<file path="config.mk">
export PLATFORM = sky130hd
export DESIGN_NAME = fir_tap_scheduler_flat
export DESIGN_NICKNAME = d
export VERILOG_FILES = /design/src/rtl/fir_tap_scheduler_if.sv /design/src/rtl/fir_tap_scheduler.sv /design/src/flat_wrapper.sv
export SDC_FILE = /design/constraint.sdc
export NUM_CORES = 1
export LEC_CHECK = 0
export ABC_AREA = 1
export CORE_MARGIN = 5
export CORE_UTILIZATION = 52
export DETAILED_ROUTE_END_ITERATION = 10
export GPL_ROUTABILITY_DRIVEN = 0
export GPL_TIMING_DRIVEN = 0
export PLACE_DENSITY = 0.85
export SETUP_SLACK_MARGIN = 0.1
export SLEW_MARGIN = 25
export SYNTH_ARGS = -nofsm -noshare
export SYNTH_HDL_FRONTEND = slang
export SYNTH_SLANG_ARGS = --single-unit
</file>
<file path="constraint.sdc">
create_clock -name iClk12M -period 3.9 [get_ports iClk12M]
set_input_delay 0.39 -clock iClk12M [delete_from_list [all_inputs] [get_ports iClk12M]]
set_output_delay 0.39 -clock iClk12M [all_outputs]
set_load 0.05 [all_outputs]
</file>
<file path="src/rtl/fir_tap_scheduler_if.sv">
// Host/RAM/MAC signal bundle for the FIR tap scheduler.
interface fir_tap_scheduler_if;
    logic        iEnSample600k;
    logic [5:0]  iNumOfCoeff;
    logic        iWrReq;
    logic [5:0]  iWrAddr;
    logic [15:0] iWrData;
    logic        oWrAck;
    logic        oErrAddr;
    logic [3:0]  oCsnRam;
    logic [3:0]  oWrnRam;
    logic [15:0] oAddrRam;
    logic [15:0] oWrDtRam;
    logic        oEnDelay;
    logic        oClrAcc;
    logic [3:0]  oEnMul;
    logic [3:0]  oEnAcc;
    logic        oOutValid;
    logic        oBusy;
    logic        oOverrun;

    modport master (
        output iEnSample600k, iNumOfCoeff, iWrReq, iWrAddr, iWrData,
        input  oWrAck, oErrAddr, oCsnRam, oWrnRam, oAddrRam, oWrDtRam,
        input  oEnDelay, oClrAcc, oEnMul, oEnAcc, oOutValid, oBusy, oOverrun
    );

    modport slave (
        input  iEnSample600k, iNumOfCoeff, iWrReq, iWrAddr, iWrData,
        output oWrAck, oErrAddr, oCsnRam, oWrnRam, oAddrRam, oWrDtRam,
        output oEnDelay, oClrAcc, oEnMul, oEnAcc, oOutValid, oBusy, oOverrun
    );
endinterface

</file>
<file path="src/rtl/fir_tap_scheduler.sv">
// Per-sample 15-cycle FIR schedule plus idle-time host coefficient writes.
module fir_tap_scheduler (
    input  logic                 iClk12M,
    input  logic                 iRst,
    fir_tap_scheduler_if.slave   bus
);
    localparam int NUM_BANK      = 4;
    localparam int TAPS_PER_BANK = 10;
    localparam int MAX_TAPS      = NUM_BANK * TAPS_PER_BANK;

    typedef enum logic [2:0] {StIdle, StShift, StRead, StDrain, StDone} t_state;

    t_state      r_state, w_state_d;
    logic [3:0]  r_k, w_k_d;
    logic [5:0]  r_num, w_num_d;
    logic [3:0]  r_csn, w_csn_d;
    logic [3:0]  r_wrn, w_wrn_d;
    logic [15:0] r_addr, w_addr_d;
    logic [15:0] r_wdata, w_wdata_d;
    logic        r_ack, w_ack_d;
    logic        r_err, w_err_d;
    logic        r_en_delay, w_en_delay_d;
    logic        r_clr_acc, w_clr_acc_d;
    logic [3:0]  r_en_mul, w_en_mul_d;
    logic [3:0]  r_en_acc, w_en_acc_d;
    logic        r_valid, w_valid_d;
    logic        r_busy, w_busy_d;
    logic        r_overrun, w_overrun_d;

    logic [1:0]  w_bank;
    logic [5:0]  w_off;
    logic        w_addr_ok;

    // Split a global tap index into bank and local address.
    always_comb begin
        w_addr_ok = (bus.iWrAddr < 6'(MAX_TAPS));
        if (bus.iWrAddr < 6'd10) begin
            w_bank = 2'd0;
            w_off  = bus.iWrAddr;
        end else if (bus.iWrAddr < 6'd20) begin
            w_bank = 2'd1;
            w_off  = bus.iWrAddr - 6'd10;
        end else if (bus.iWrAddr < 6'd30) begin
            w_bank = 2'd2;
            w_off  = bus.iWrAddr - 6'd20;
        end else begin
            w_bank = 2'd3;
            w_off  = bus.iWrAddr - 6'd30;
        end
    end

    // Next state and next registered outputs; outputs track the state they belong to.
    always_comb begin
        w_state_d    = r_state;
        w_k_d        = r_k;
        w_num_d      = r_num;
        w_csn_d      = 4'hF;
        w_wrn_d      = 4'hF;
        w_addr_d     = 16'h0000;
        w_wdata_d    = 16'h0000;
        w_ack_d      = 1'b0;
        w_err_d      = 1'b0;
        w_en_delay_d = 1'b0;
        w_clr_acc_d  = 1'b0;
        w_en_mul_d   = 4'h0;
        w_en_acc_d   = r_en_mul;
        w_valid_d    = 1'b0;
        w_overrun_d  = r_overrun | (bus.iEnSample600k && (r_state != StIdle));
        unique case (r_state)
            StIdle: begin
                if (bus.iEnSample600k) begin
                    w_state_d    = StShift;
                    w_en_delay_d = 1'b1;
                    w_clr_acc_d  = 1'b1;
                end else if (bus.iWrReq && !r_ack) begin
                    w_ack_d = 1'b1;
                    if (w_addr_ok) begin
                        w_csn_d[w_bank]             = 1'b0;
                        w_wrn_d[w_bank]             = 1'b0;
                        w_addr_d[{w_bank, 2'b00} +: 4] = w_off[3:0];
                        w_wdata_d                   = bus.iWrData;
                    end else begin
                        w_err_d = 1'b1;
                    end
                end
            end
            StShift: begin
                w_num_d   = (bus.iNumOfCoeff > 6'(MAX_TAPS)) ? 6'(MAX_TAPS) : bus.iNumOfCoeff;
                w_state_d = StRead;
                w_k_d     = 4'd0;
                w_csn_d   = 4'h0;
                w_addr_d  = 16'h0000;
            end
            StRead: begin
                // Qualify each MAC by the global tap index being read this cycle.
                for (int b = 0; b < NUM_BANK; b++) begin
                    if ((TAPS_PER_BANK * b + int'(r_k)) < int'(r_num)) begin
                        w_en_mul_d[b] = 1'b1;
                    end
                end
                if (r_k == 4'(TAPS_PER_BANK - 1)) begin
                    w_state_d = StDrain;
                    w_k_d     = 4'd0;
                end else begin
                    w_k_d    = r_k + 4'd1;
                    w_csn_d  = 4'h0;
                    w_addr_d = {4{w_k_d}};
                end
            end
            StDrain: begin
                if (r_k == 4'd1) begin
                    w_state_d = StDone;
                    w_k_d     = 4'd0;
                    w_valid_d = 1'b1;
                end else begin
                    w_k_d = r_k + 4'd1;
                end
            end
            StDone: begin
                w_state_d = StIdle;
            end
            default: begin
                w_state_d = StIdle;
                w_k_d     = 4'd0;
            end
        endcase
        w_busy_d = (w_state_d != StIdle);
    end

    // State and output registers; reset aborts any schedule and deselects the RAMs.
    always_ff @(posedge iClk12M or posedge iRst) begin
        if (iRst) begin
            r_state    <= StIdle;
            r_k        <= 4'd0;
            r_num      <= 6'd0;
            r_csn      <= 4'hF;
            r_wrn      <= 4'hF;
            r_addr     <= 16'h0000;
            r_wdata    <= 16'h0000;
            r_ack      <= 1'b0;
            r_err      <= 1'b0;
            r_en_delay <= 1'b0;
            r_clr_acc  <= 1'b0;
            r_en_mul   <= 4'h0;
            r_en_acc   <= 4'h0;
            r_valid    <= 1'b0;
            r_busy     <= 1'b0;
            r_overrun  <= 1'b0;
        end else begin
            r_state    <= w_state_d;
            r_k        <= w_k_d;
            r_num      <= w_num_d;
            r_csn      <= w_csn_d;
            r_wrn      <= w_wrn_d;
            r_addr     <= w_addr_d;
            r_wdata    <= w_wdata_d;
            r_ack      <= w_ack_d;
            r_err      <= w_err_d;
            r_en_delay <= w_en_delay_d;
            r_clr_acc  <= w_clr_acc_d;
            r_en_mul   <= w_en_mul_d;
            r_en_acc   <= w_en_acc_d;
            r_valid    <= w_valid_d;
            r_busy     <= w_busy_d;
            r_overrun  <= w_overrun_d;
        end
    end

    assign bus.oCsnRam   = r_csn;
    assign bus.oWrnRam   = r_wrn;
    assign bus.oAddrRam  = r_addr;
    assign bus.oWrDtRam  = r_wdata;
    assign bus.oWrAck    = r_ack;
    assign bus.oErrAddr  = r_err;
    assign bus.oEnDelay  = r_en_delay;
    assign bus.oClrAcc   = r_clr_acc;
    assign bus.oEnMul    = r_en_mul;
    assign bus.oEnAcc    = r_en_acc;
    assign bus.oOutValid = r_valid;
    assign bus.oBusy     = r_busy;
    assign bus.oOverrun  = r_overrun;
endmodule

</file>
<file path="src/flat_wrapper.sv">
// flat-port wrapper written by rule: the top's interface ports become plain ports
module fir_tap_scheduler_flat 
  (iClk12M, iRst, bus_iEnSample600k, bus_iNumOfCoeff, bus_iWrReq, bus_iWrAddr, bus_iWrData, bus_oWrAck, bus_oErrAddr, bus_oCsnRam, bus_oWrnRam, bus_oAddrRam, bus_oWrDtRam, bus_oEnDelay, bus_oClrAcc, bus_oEnMul, bus_oEnAcc, bus_oOutValid, bus_oBusy, bus_oOverrun);
  fir_tap_scheduler_if bus_i ();
  input  logic iClk12M;
  input  logic iRst;
  input wire logic [$bits(bus_i.iEnSample600k)-1:0] bus_iEnSample600k;
  input wire logic [$bits(bus_i.iNumOfCoeff)-1:0] bus_iNumOfCoeff;
  input wire logic [$bits(bus_i.iWrReq)-1:0] bus_iWrReq;
  input wire logic [$bits(bus_i.iWrAddr)-1:0] bus_iWrAddr;
  input wire logic [$bits(bus_i.iWrData)-1:0] bus_iWrData;
  output wire logic [$bits(bus_i.oWrAck)-1:0] bus_oWrAck;
  output wire logic [$bits(bus_i.oErrAddr)-1:0] bus_oErrAddr;
  output wire logic [$bits(bus_i.oCsnRam)-1:0] bus_oCsnRam;
  output wire logic [$bits(bus_i.oWrnRam)-1:0] bus_oWrnRam;
  output wire logic [$bits(bus_i.oAddrRam)-1:0] bus_oAddrRam;
  output wire logic [$bits(bus_i.oWrDtRam)-1:0] bus_oWrDtRam;
  output wire logic [$bits(bus_i.oEnDelay)-1:0] bus_oEnDelay;
  output wire logic [$bits(bus_i.oClrAcc)-1:0] bus_oClrAcc;
  output wire logic [$bits(bus_i.oEnMul)-1:0] bus_oEnMul;
  output wire logic [$bits(bus_i.oEnAcc)-1:0] bus_oEnAcc;
  output wire logic [$bits(bus_i.oOutValid)-1:0] bus_oOutValid;
  output wire logic [$bits(bus_i.oBusy)-1:0] bus_oBusy;
  output wire logic [$bits(bus_i.oOverrun)-1:0] bus_oOverrun;
  assign bus_i.iEnSample600k = bus_iEnSample600k;
  assign bus_i.iNumOfCoeff = bus_iNumOfCoeff;
  assign bus_i.iWrReq = bus_iWrReq;
  assign bus_i.iWrAddr = bus_iWrAddr;
  assign bus_i.iWrData = bus_iWrData;
  assign bus_oWrAck = bus_i.oWrAck;
  assign bus_oErrAddr = bus_i.oErrAddr;
  assign bus_oCsnRam = bus_i.oCsnRam;
  assign bus_oWrnRam = bus_i.oWrnRam;
  assign bus_oAddrRam = bus_i.oAddrRam;
  assign bus_oWrDtRam = bus_i.oWrDtRam;
  assign bus_oEnDelay = bus_i.oEnDelay;
  assign bus_oClrAcc = bus_i.oClrAcc;
  assign bus_oEnMul = bus_i.oEnMul;
  assign bus_oEnAcc = bus_i.oEnAcc;
  assign bus_oOutValid = bus_i.oOutValid;
  assign bus_oBusy = bus_i.oBusy;
  assign bus_oOverrun = bus_i.oOverrun;
  fir_tap_scheduler u_core (.iClk12M(iClk12M), .iRst(iRst), .bus(bus_i));
endmodule
</file>
==> results.sh <==
export IMPL_synthFlopType="dfrtp_1"
export IMPL_port_buffers=86
export IMPL_grt_total_usage=0.189
export IMPL_drt_initial_drc_count=57
export IMPL_wirelength_mm=6.94
export IMPL_layout_drive_gt1_share=0.119
export IMPL_fin_crit_sh=0.532
export IMPL_die_x_um=88.3
export IMPL_synth_most_common_cell="inv_1"
export IMPL_syn_nets=397
export IMPL_reg2reg_depth=8
export IMPL_swShare=0.446
export IMPL_grt_pass1_vias=2476
export IMPL_drt_wirelength_per_cell_um=13.5
export IMPL_hold_violations=0
export IMPL_clockBufferDepth=2
export IMPL_ys_seq_area_frac=0.529
export IMPL_post_place_ws_ns=1.59
export IMPL_grt_overflow_total=0
export IMPL_critPathArrivalTime_ns=1.68
export IMPL_tightest_slew_ns=0.539
export IMPL_setup_ws_ns=1.83
export IMPL_synth_top_cell_by_area="dfrtp_1"
export IMPL_fin_nets=495
export IMPL_synthCells=335
export IMPL_p_clk_frac=0.181
export IMPL_area_growth_synth_to_final_pct=37.5
export IMPL_route_vias_total=2487
export IMPL_p_leak_uw=0.00223
export IMPL_vias_per_cell=4.85
export IMPL_total_power_uw=3270
export IMPL_postRouteAntennaNets=0
export IMPL_crit_path_cell_trace="clkdlybuf4s50_1"
export IMPL_tritoncts="built"
export IMPL_comb_power_share=0.513
export IMPL_yosys_cell_types_count=30
export IMPL_status="completed"
export IMPL_seqCellArea_sq_um=1690
export IMPL_async_reset_ff_frac=1.00
export IMPL_synth_area_leaders="dfrtp_1 (46%), ha_1 (12%), inv_1 (7.2%), dfstp_2 (6.6%), nand2_1 (6.1%)"
export IMPL_switching_power_uw=1460
export IMPL_dieArea_sq_um=7800
export IMPL_drtPass1Iterations=4
export IMPL_ir_worst_vdd_uv=489
export IMPL_coreArea_sq_um=5960
export IMPL_cp_required_ns=3.51
export IMPL_syn_area_sq_um=3190
export IMPL_yosys_warnings=0
export IMPL_finalClockSkew_ns=0.0104
export IMPL_worst_path_buf_inv=1
export IMPL_cts_resized_gates=0
export IMPL_cp_max_fo=1
export IMPL_avgSynthCellArea_sq_um=9.52
export IMPL_pwr_share_seq=0.306
export IMPL_startpoint_type="register"
export IMPL_crit_family="buffers and inverters"
export IMPL_grt_start_max_net_pins=50
export IMPL_htree_levels=3
export IMPL_cts_buffers=9
export IMPL_hold_class="input pin to async pin"
export IMPL_maxSlewHeadroom=0.639
export IMPL_path_clk_slew_ns=0.08
export IMPL_setup_tns_ns=0
export IMPL_yosys_top_cells_count="inv_1 (61), dfrtp_1 (59), nand2_1 (52)"
export IMPL_start_util=0.536
export IMPL_p_int_uw=1810
export IMPL_cts_setup_buffers=0
export IMPL_cts_sinks=67
export IMPL_setup_violations=0
export IMPL_cap_violations=0
export IMPL_grt_setup_unrepaired="false"
export IMPL_dp_final_hpwl_mm=5.31
export IMPL_ioPinCount=87
export IMPL_antenna_cells=0
export IMPL_antenna_found_initial=0
export IMPL_critical_path_class="register to output port"
export IMPL_die_h_um=88.3
export IMPL_path_depth=1
export IMPL_rows=28
export IMPL_crit_path_end_kind="output port"
export IMPL_root_buffer="clkbuf_8"
export IMPL_drc=0
export IMPL_nFillCells=437
export IMPL_slowest_delay_ns=0.81
export IMPL_synth_edf_count=0
export IMPL_grt_pass1_wl_mm=11.5
export IMPL_multiInputGateArea_sq_um=1230
export IMPL_slew_viol_final=0
export IMPL_period_needed_ns=2.07
export IMPL_postCtsHoldBufs=0
export IMPL_powerDensity_nw_per_um2=745
export IMPL_worstSkewPairLatency_ns=0.33
export IMPL_yosysTopAreaCellShare=0.463
export IMPL_yosys_register_bits=67
export IMPL_cp_slowest_cell="clkdlybuf4s50_1"
export IMPL_fmax_ghz=0.482
## layout by cell type, fill, tap and decap left out, types with 2 or more instances in the layout
cell type        instances
clkbuf_8                11
o21ai_0                 17
nand2_1                 52
clkdlybuf4s50_1         86
xnor2_1                  3
o21bai_1                 3
and3_1                   2
a21boi_0                 2
a21o_1                   4
or2_1                    3
clkinvlp_4               3
nor2_1                  24
dfrtp_1                 59
inv_1                   60
dfstp_2                  8
ha_1                    30
nor3_2                   2
o22ai_1                  3
nand4_1                  3
nand3_1                 20
a21oi_1                  4
nor2_2                  13
nor3_1                   4
inv_2                    5
o21ai_1                  5
## layout make-up
type | count | area share
inverter | 66 | 0.0570
tap | 75 | 0.0214
clock buffer | 11 | 0.0345
buffer | 3 | 0.00542
sequential | 67 | 0.384
timing repair buffer | 87 | 0.202
multi-input combinational | 199 | 0.281
clock inverter | 5 | 0.0140
## cell families after synthesis
group,Yosys count,synth area share
compound gates,39,0.0702
xor+xnor,3,0.00824
fa+ha+maj,30,0.118
buf+inv,69,0.0851
flops,67,0.529
simple gates,127,0.190
## power by group through the flow
stage | registers [uW] | clock network [uW] | logic [uW]
global route | 1020 | 644 | 1850
floorplan | 1460 | 0 | 703
finish | 1000 | 592 | 1680
CTS | 1000 | 610 | 1690
global placement | 1010 | 0 | 1620
detailed placement | 1010 | 0 | 1680
## through the flow
stage / std cells / utilization / hold WS, ns / instance area [sq um]
after floorplan: 335 / - / 0.449 / 3190
after CTS: 513 / 0.737 / 0.377 / 4390
after detailed placement: 497 / 0.701 / 0.361 / 4180
after global placement: 496 / 0.696 / 0.358 / 4150
after global routing: 513 / 0.737 / 0.383 / 4390
final: 513 / 0.737 / 0.369 / 4390
## path summary, 6_finish.rpt
| check | slack [ns] | startpoint | to |
|---|---|---|---|
| max | 1.83 | u_core.bus.oCsnRam[0] | bus_oCsnRam[0] |
| min | 0.37 | iRst | u_core.r_state[1] |
| max reg2reg | 2.00 | u_core.r_k[2] | u_core.bus.oEnMul[3] |
| min reg2reg | 0.37 | u_core.bus.oEnMul[3] | u_core.bus.oEnAcc[3] |
| max in group asynchronous | 2.96 | iRst | u_core.bus.oCsnRam[1] |
| min in group iClk12M | 0.37 | u_core.bus.oEnMul[3] | u_core.bus.oEnAcc[3] |
## sequential cells by signal, summed over array words and instances (netlist names)
name	flops
u_core.bus.oOverrun	1
u_core.bus.oEnAcc	4
u_core.bus.oEnDelay	1
u_core.bus.oWrAck	1
u_core.bus.oWrDtRam	16
u_core.r_state	3
u_core.bus.oBusy	1
u_core.r_num	6
u_core.bus.oErrAddr	1
u_core.r_k	4
u_core.bus.oWrnRam	4
u_core.bus.oEnMul	4
u_core.bus.oOutValid	1
u_core.bus.oAddrRam	16
u_core.bus.oCsnRam	4
## routing by layer
metal  wire length (um)  GRT usage  share of wire  vias up
met4                 96     0.0742          0.014        0
met3                483     0.0261          0.070       11
met2               3420      0.312           0.49       96
li1                   -          -              -     1247
met5                  0          0              0        -
met1               2940      0.253           0.42     1133
(Power assumes the default switching activity.)
==> variant 1: new RTL, same flow settings <==
The localparam `NUM_BANK` goes from 4 to 2.
--- a/src/rtl/fir_tap_scheduler.sv
+++ b/src/rtl/fir_tap_scheduler.sv
@@ -6,3 +6,3 @@
 );
-    localparam int NUM_BANK      = 4;
+    localparam int NUM_BANK      = 2;
     localparam int TAPS_PER_BANK = 10;
Check against the original RTL: not equivalent (a bounded check fails within 4 cycles, from zero or initial values and one cycle with iRst high).
==> variant 1 against the original RTL <==
  * Maximum frequency fell by 9.3%
  * Area after synthesis decreased by 10%
  * Synthesized cell count shrank 5.4%
  * Sequential power down 12%
  * Worst setup slack worse by 210 ps
  * Sequential cell count shrank 6
  * Power fell by 21%
  * Final area decreased by 9.0%
  * Die area decreased by 8.9%
  * Wire length is 10% lower
  * Critical path depth rose by 10
==> variant 1: results (changes against the original RTL) <==
| Metric | Value |
|---|---|
| Placed cell area | 0.00382 mm^2 (-8.5%) |
| DP Worst Slack | 1300 ps (-292 ps) |
| Sequential cell area | 0.00153 mm^2 (-9.1%) |
| Filler instances | 395 (-9.6%) |
| Buffering overhead | 22.8% (+2.0 points) |
| Seq/Total Area, Yosys | 53.4% (+0.58 points) |
| Worst-path clk slew | 60 ps (-20 ps) |
| Layout cells sized above 1 | 10.0% (-1.8 points) |
| Routed wl met2 | 3.06 mm (-11%) |
| Avg Cell Area, Syn | 9.05 um^2 (-4.9%) |
| Die X | 84.3 um (-4.6%) |
| Clock Buffer Count | 14 (+3) |
| M3 GR Usage | 3.63% (+1.0 points) |
| Crit path DAT | 2540 ps (+860 ps) |
| Area Growth Syn to Fin | 39.2% |
| Area share of fa/ha/maj cells after synthesis | 8.28% (-3.5 points) |
| Worst IR Drop VDD | 0.440 mV (-10%) |
| Tot GR Track Use | 18.5% (-0.38 points) |
| CP Capture Point | u_core.bus.oAddrRam[5] |
| Synth Area in XOR/XNOR | 0.610% (-0.21 points) |
| First-pass GRT wire length | 10.5 mm (-8.4%) |
| Clock Tree Buf Depth | 2 (unchanged) |
| Met1 WL | 2.67 mm (-9.2%) |
| Max incr delay on CP | 590 ps (-220 ps) |
| Pleak | 0.00204 uW (-8.7%) |
| Largest net degree at the start of global routing | 59 (+18%) |
| Clk tree area frac | 4.32% (-0.53 points) |
| Via count | 2,326 (-6.5%) |
| Rel. slew slack | 64.9% (+1.1 points) |
| Peak fanout along the critical path | 10 (+9) |
| FF-to-FF End | u_core.bus.oEnMul[1] |
| WL met3 | 378 um (-22%) |
| PortBufs | 82 (-4.7%) |
| CP startpoint | bus_iWrAddr[3] |
| Reg2reg setup slack | 2240 ps (+240 ps) |
| Cell Count, Final, Fillers Out | 491 (-4.3%) |
| Most frequent cells after synthesis | inv_1 (59), dfrtp_1 (55), nand2_1 (47) |
| Worst setup margin | 1610 ps (-213 ps) |
| Nets | 465 (-6.1%) |
| Reg2Reg Depth | 7 (-1) |
| Clk_skew | 4.48 ps (-5.87 ps) |
| Met2 Usage GRT | 31.5% (+0.29 points) |
| Multi-In Gates | 189 (-5.0%) |
| Area occupied by multi-input gates | 0.00105 mm^2 (-15%) |
| FFs & Latches | 61 (-9.0%) |
| Status | completed |
| Top post-synthesis cells by area | dfrtp_1 (48%), ha_1 (8.3%), inv_1 (7.7%), nand2_1 (6.1%), nor2_1 (5.8%) |
| Post-synth cell types | 28 (-6.7%) |
| Dpl cells | 475 (-4.4%) |
| Non-clock buffer count | 91 (+1.1%) |
| Worst r2r src | u_core.r_k[2] |
| DR iter-0 viols | 97 (+70%) |
==> variant 1: changes by cell type in the layout (fill, tap and decap cells not counted), sizes merged, moves of 3 or more <==
cell / change
ha: -11
nor2: +10
nand4: +6
buf: +5
conb: +5
inv: -5
a21o: -4
clkdlybuf4s50: -4
dfrtp: -4
nand2: -4
o21ai: -4
clkbuf: +3
clkinvlp: -3
or2: -3
==> variant 1: worst min-delay path by stage <==
stage               cells after the start            startpoint                      to  slack (ps)
finish                                  2                  iRst  u_core.bus.oWrDtRam[3]         290
global route                            2                  iRst  u_core.bus.oWrDtRam[3]         280
CTS                                     2                  iRst  u_core.bus.oWrDtRam[3]         280
detailed placement                      0  u_core.bus.oEnMul[0]    u_core.bus.oEnAcc[0]         360
global placement                        0  u_core.bus.oEnMul[1]    u_core.bus.oEnAcc[1]         360
floorplan                               2        bus_iWrData[0]  u_core.bus.oWrDtRam[0]         500
==> variant 1: power breakdown <==
group          switching (uW)  internal (uW)
Clock                     223            264
Combinational             811            404
Sequential               80.7            796
==> variant 2: new RTL, same settings <==
Without the edit above. `r_k`, `r_addr` and `r_wdata` no longer have a reset.
--- a/src/rtl/fir_tap_scheduler.sv
+++ b/src/rtl/fir_tap_scheduler.sv
@@ -133,3 +133,2 @@
             r_state    <= StIdle;
-            r_k        <= 4'd0;
             r_num      <= 6'd0;
@@ -137,4 +136,2 @@
             r_wrn      <= 4'hF;
-            r_addr     <= 16'h0000;
-            r_wdata    <= 16'h0000;
             r_ack      <= 1'b0;
@@ -150,3 +147,2 @@
             r_state    <= w_state_d;
-            r_k        <= w_k_d;
             r_num      <= w_num_d;
@@ -154,4 +150,2 @@
             r_wrn      <= w_wrn_d;
-            r_addr     <= w_addr_d;
-            r_wdata    <= w_wdata_d;
             r_ack      <= w_ack_d;
@@ -166,2 +160,8 @@
         end
+    end
+
+    always_ff @(posedge iClk12M) begin
+        r_k     <= w_k_d;
+        r_addr  <= w_addr_d;
+        r_wdata <= w_wdata_d;
     end
Check against the original RTL: not equivalent (a bounded check fails within 4 cycles, from zero or initial values and one cycle with iRst high).
==> variant 2 against the original RTL <==
  * First-iteration DRC count rose to 2.5 times the old value
  * Power up 2.1%
  * Final area down 3.3%
  * Worst setup slack worse by 5.1 ps
  * Sequential cell count unchanged
  * Final cell count up 0.97%
  * Wire length up 2.6%
  * Via count up 3.3%
  * Sequential power up 4%
  * Area after synthesis down 3.2%
==> variant 2: results (changes against the original RTL) <==
| Metric | Value |
|---|---|
| Top post-synthesis cells by area | dfxtp_1 (21%), dfrtp_1 (19%), ha_1 (12%), inv_1 (8.1%), dfstp_2 (6.8%) |
| PortBufs | 86 (unchanged) |
| Clock latency on the worst-skew pair | 350 ps (+20 ps) |
| Reg2Reg Depth | 7 (-1) |
| EDFF count, synth | 4 (+4) |
| Clock root buffer | clkbuf_8 |
| Most frequent cells after synthesis | inv_1 (67), nand2_1 (56), dfxtp_1 (32) |
| Yosys warns | 0 (unchanged) |
| First-pass GRT wire length | 11.6 mm (+1.6%) |
| Final wirelength | 7.12 mm (+2.6%) |
| Tot GR Track Use | 20.1% (+1.2 points) |
| ANT cells | 0 (unchanged) |
| Cell count after synthesis | 341 (+1.8%) |
| Clk_skew | 6.68 ps (-3.68 ps) |
| Hold Path Origin | u_core.bus.oEnMul[2] |
| FF-to-FF End | u_core.bus.oEnMul[3] |
| Synth async-reset ratio | 46.3% (-54 points) |
| Nets | 500 (+1.0%) |
| DR iter-0 viols | 144 (+150%) |
| Seq/Total Area, Yosys | 50.1% (-2.8 points) |
| Worst hold margin | 375 ps (+5.81 ps) |
| Worst IR Drop VDD | 0.454 mV (-7.1%) |
| Layout cells sized above 1 | 11.5% (-0.36 points) |
| Psw | 1510 uW (+3.7%) |
| Wire per inst | 13.7 um (+1.6%) |
| Vias per cell | 4.96 (+2.3%) |
| Largest net degree at the start of global routing | 32 (-36%) |
| Cell taking the most area after synthesis | dfxtp_1 |
| Post-DP HPWL | 5.48 mm (+3.1%) |
| Reg2reg setup slack | 1910 ps (-90 ps) |
| Postcts setup bufs | 0 (unchanged) |
| Post-Syn Nets | 403 (+1.5%) |
| DRT Pass-1 Iters | 4 (unchanged) |
| Inserted Clock Buffers | 9 (unchanged) |
| Total Neg Setup Slack | 0 ps (unchanged) |
| Hold crit path type | reg -> reg |
| Hold EP | u_core.bus.oEnAcc[2] |
| Pleak | 0.00207 uW (-7.1%) |
| Initial antenna violation count | 0 (unchanged) |
| Status | completed |
| Post-synth cell types | 35 (+17%) |
| Worst r2r src | u_core.r_k[2] |
| Post-cts resize count | 0 (unchanged) |
| Rel. slew slack | 58.3% (-5.6 points) |
| H-tree Lvls | 3 (unchanged) |
| Peak fanout along the critical path | 2 (+1) |
| Clock Tree Buf Depth | 2 (unchanged) |
## variant 2: cell types whose count changed after synthesis, sizes merged, moves of 2 or more
cell	unedited run	this run
a21o	4	2
a21oi	4	11
dfrtp	59	23
dfxtp	0	32
edfxtp	0	4
inv	66	68
nand2	53	59
nor2	39	43
o21bai	3	1
o22ai	3	1
or2	3	0
## variant 2: cell families (layout without fill, tap and decap cells)
kind of cell	after synthesis	count (layout)	share of synthesized area, %
AND/OR/NAND/NOR	132	132	21.2
buffers and inverters	70	172	8.87
flip-flops	67	67	50.1
AO/OA/AOI/OAI	39	39	6.89
adder cells (fa/ha/maj)	30	30	12.2
XOR/XNOR	3	3	0.851
## variant 2: how the worst max path moves through the flow
stage                        start                      end  slack [ps]  cells past startpoint
3_3_place_gp        bus_iWrAddr[3]  u_core.bus.oAddrRam[13]        1770                     10
5_1_grt        u_core.bus.oEnDelay             bus_oEnDelay        1770                      2
4_1_cts        u_core.bus.oEnDelay             bus_oEnDelay        1810                      2
2_1_floorplan        u_core.r_k[2]     u_core.bus.oEnMul[3]        2210                      7
6_report       u_core.bus.oEnDelay             bus_oEnDelay        1820                      2
3_5_place_dp        bus_iWrAddr[3]  u_core.bus.oAddrRam[12]        1730                     10
## variant 2: metal layers
layer  vias to the layer above  track usage (%)  wire length [um]
met5                         -                0                 0
met4                         0             10.6               192
met3                        18             5.01               478
met2                        83             35.3              3730
met1                      1202             22.2              2710
li1                       1267                -                 -
## variant 2: worst max-delay path, stage by stage (launching register included)
cell	delay, ps
dfrtp_1	420
buf_4	130
clkdlybuf4s50_1	780
## variant 2: layout make-up
class,count,area [um^2]
Fill cell,418,1610
Timing Repair Buffer,86,861
Tap cell,75,93.8
Clock inverter,6,63.8
Inverter,68,255
Buffer,2,18.8
Sequential cell,67,1550
Multi-Input combinational cell,204,1270
Clock buffer,10,138
## variant 2: metrics by stage
stage | area (um^2) | worst slack [ps] | utilization (%)
2_1_floorplan | 3090 | 2210 | -
3_3_place_gp | 4040 | 1770 | 69.1
3_5_place_dp | 4040 | 1730 | 69.1
4_1_cts | 4250 | 1810 | 72.6
5_1_grt | 4250 | 1770 | 72.6
6_report | 4250 | 1820 | 72.6
## variant 2: power by group through the flow
stage	logic, uW	registers (uW)	clock network, uW
3_5_place_dp	1700	1060	0
2_1_floorplan	744	1480	0
4_1_cts	1720	1040	585
5_1_grt	1890	1070	613
3_3_place_gp	1630	1040	0
6_report	1720	1040	579
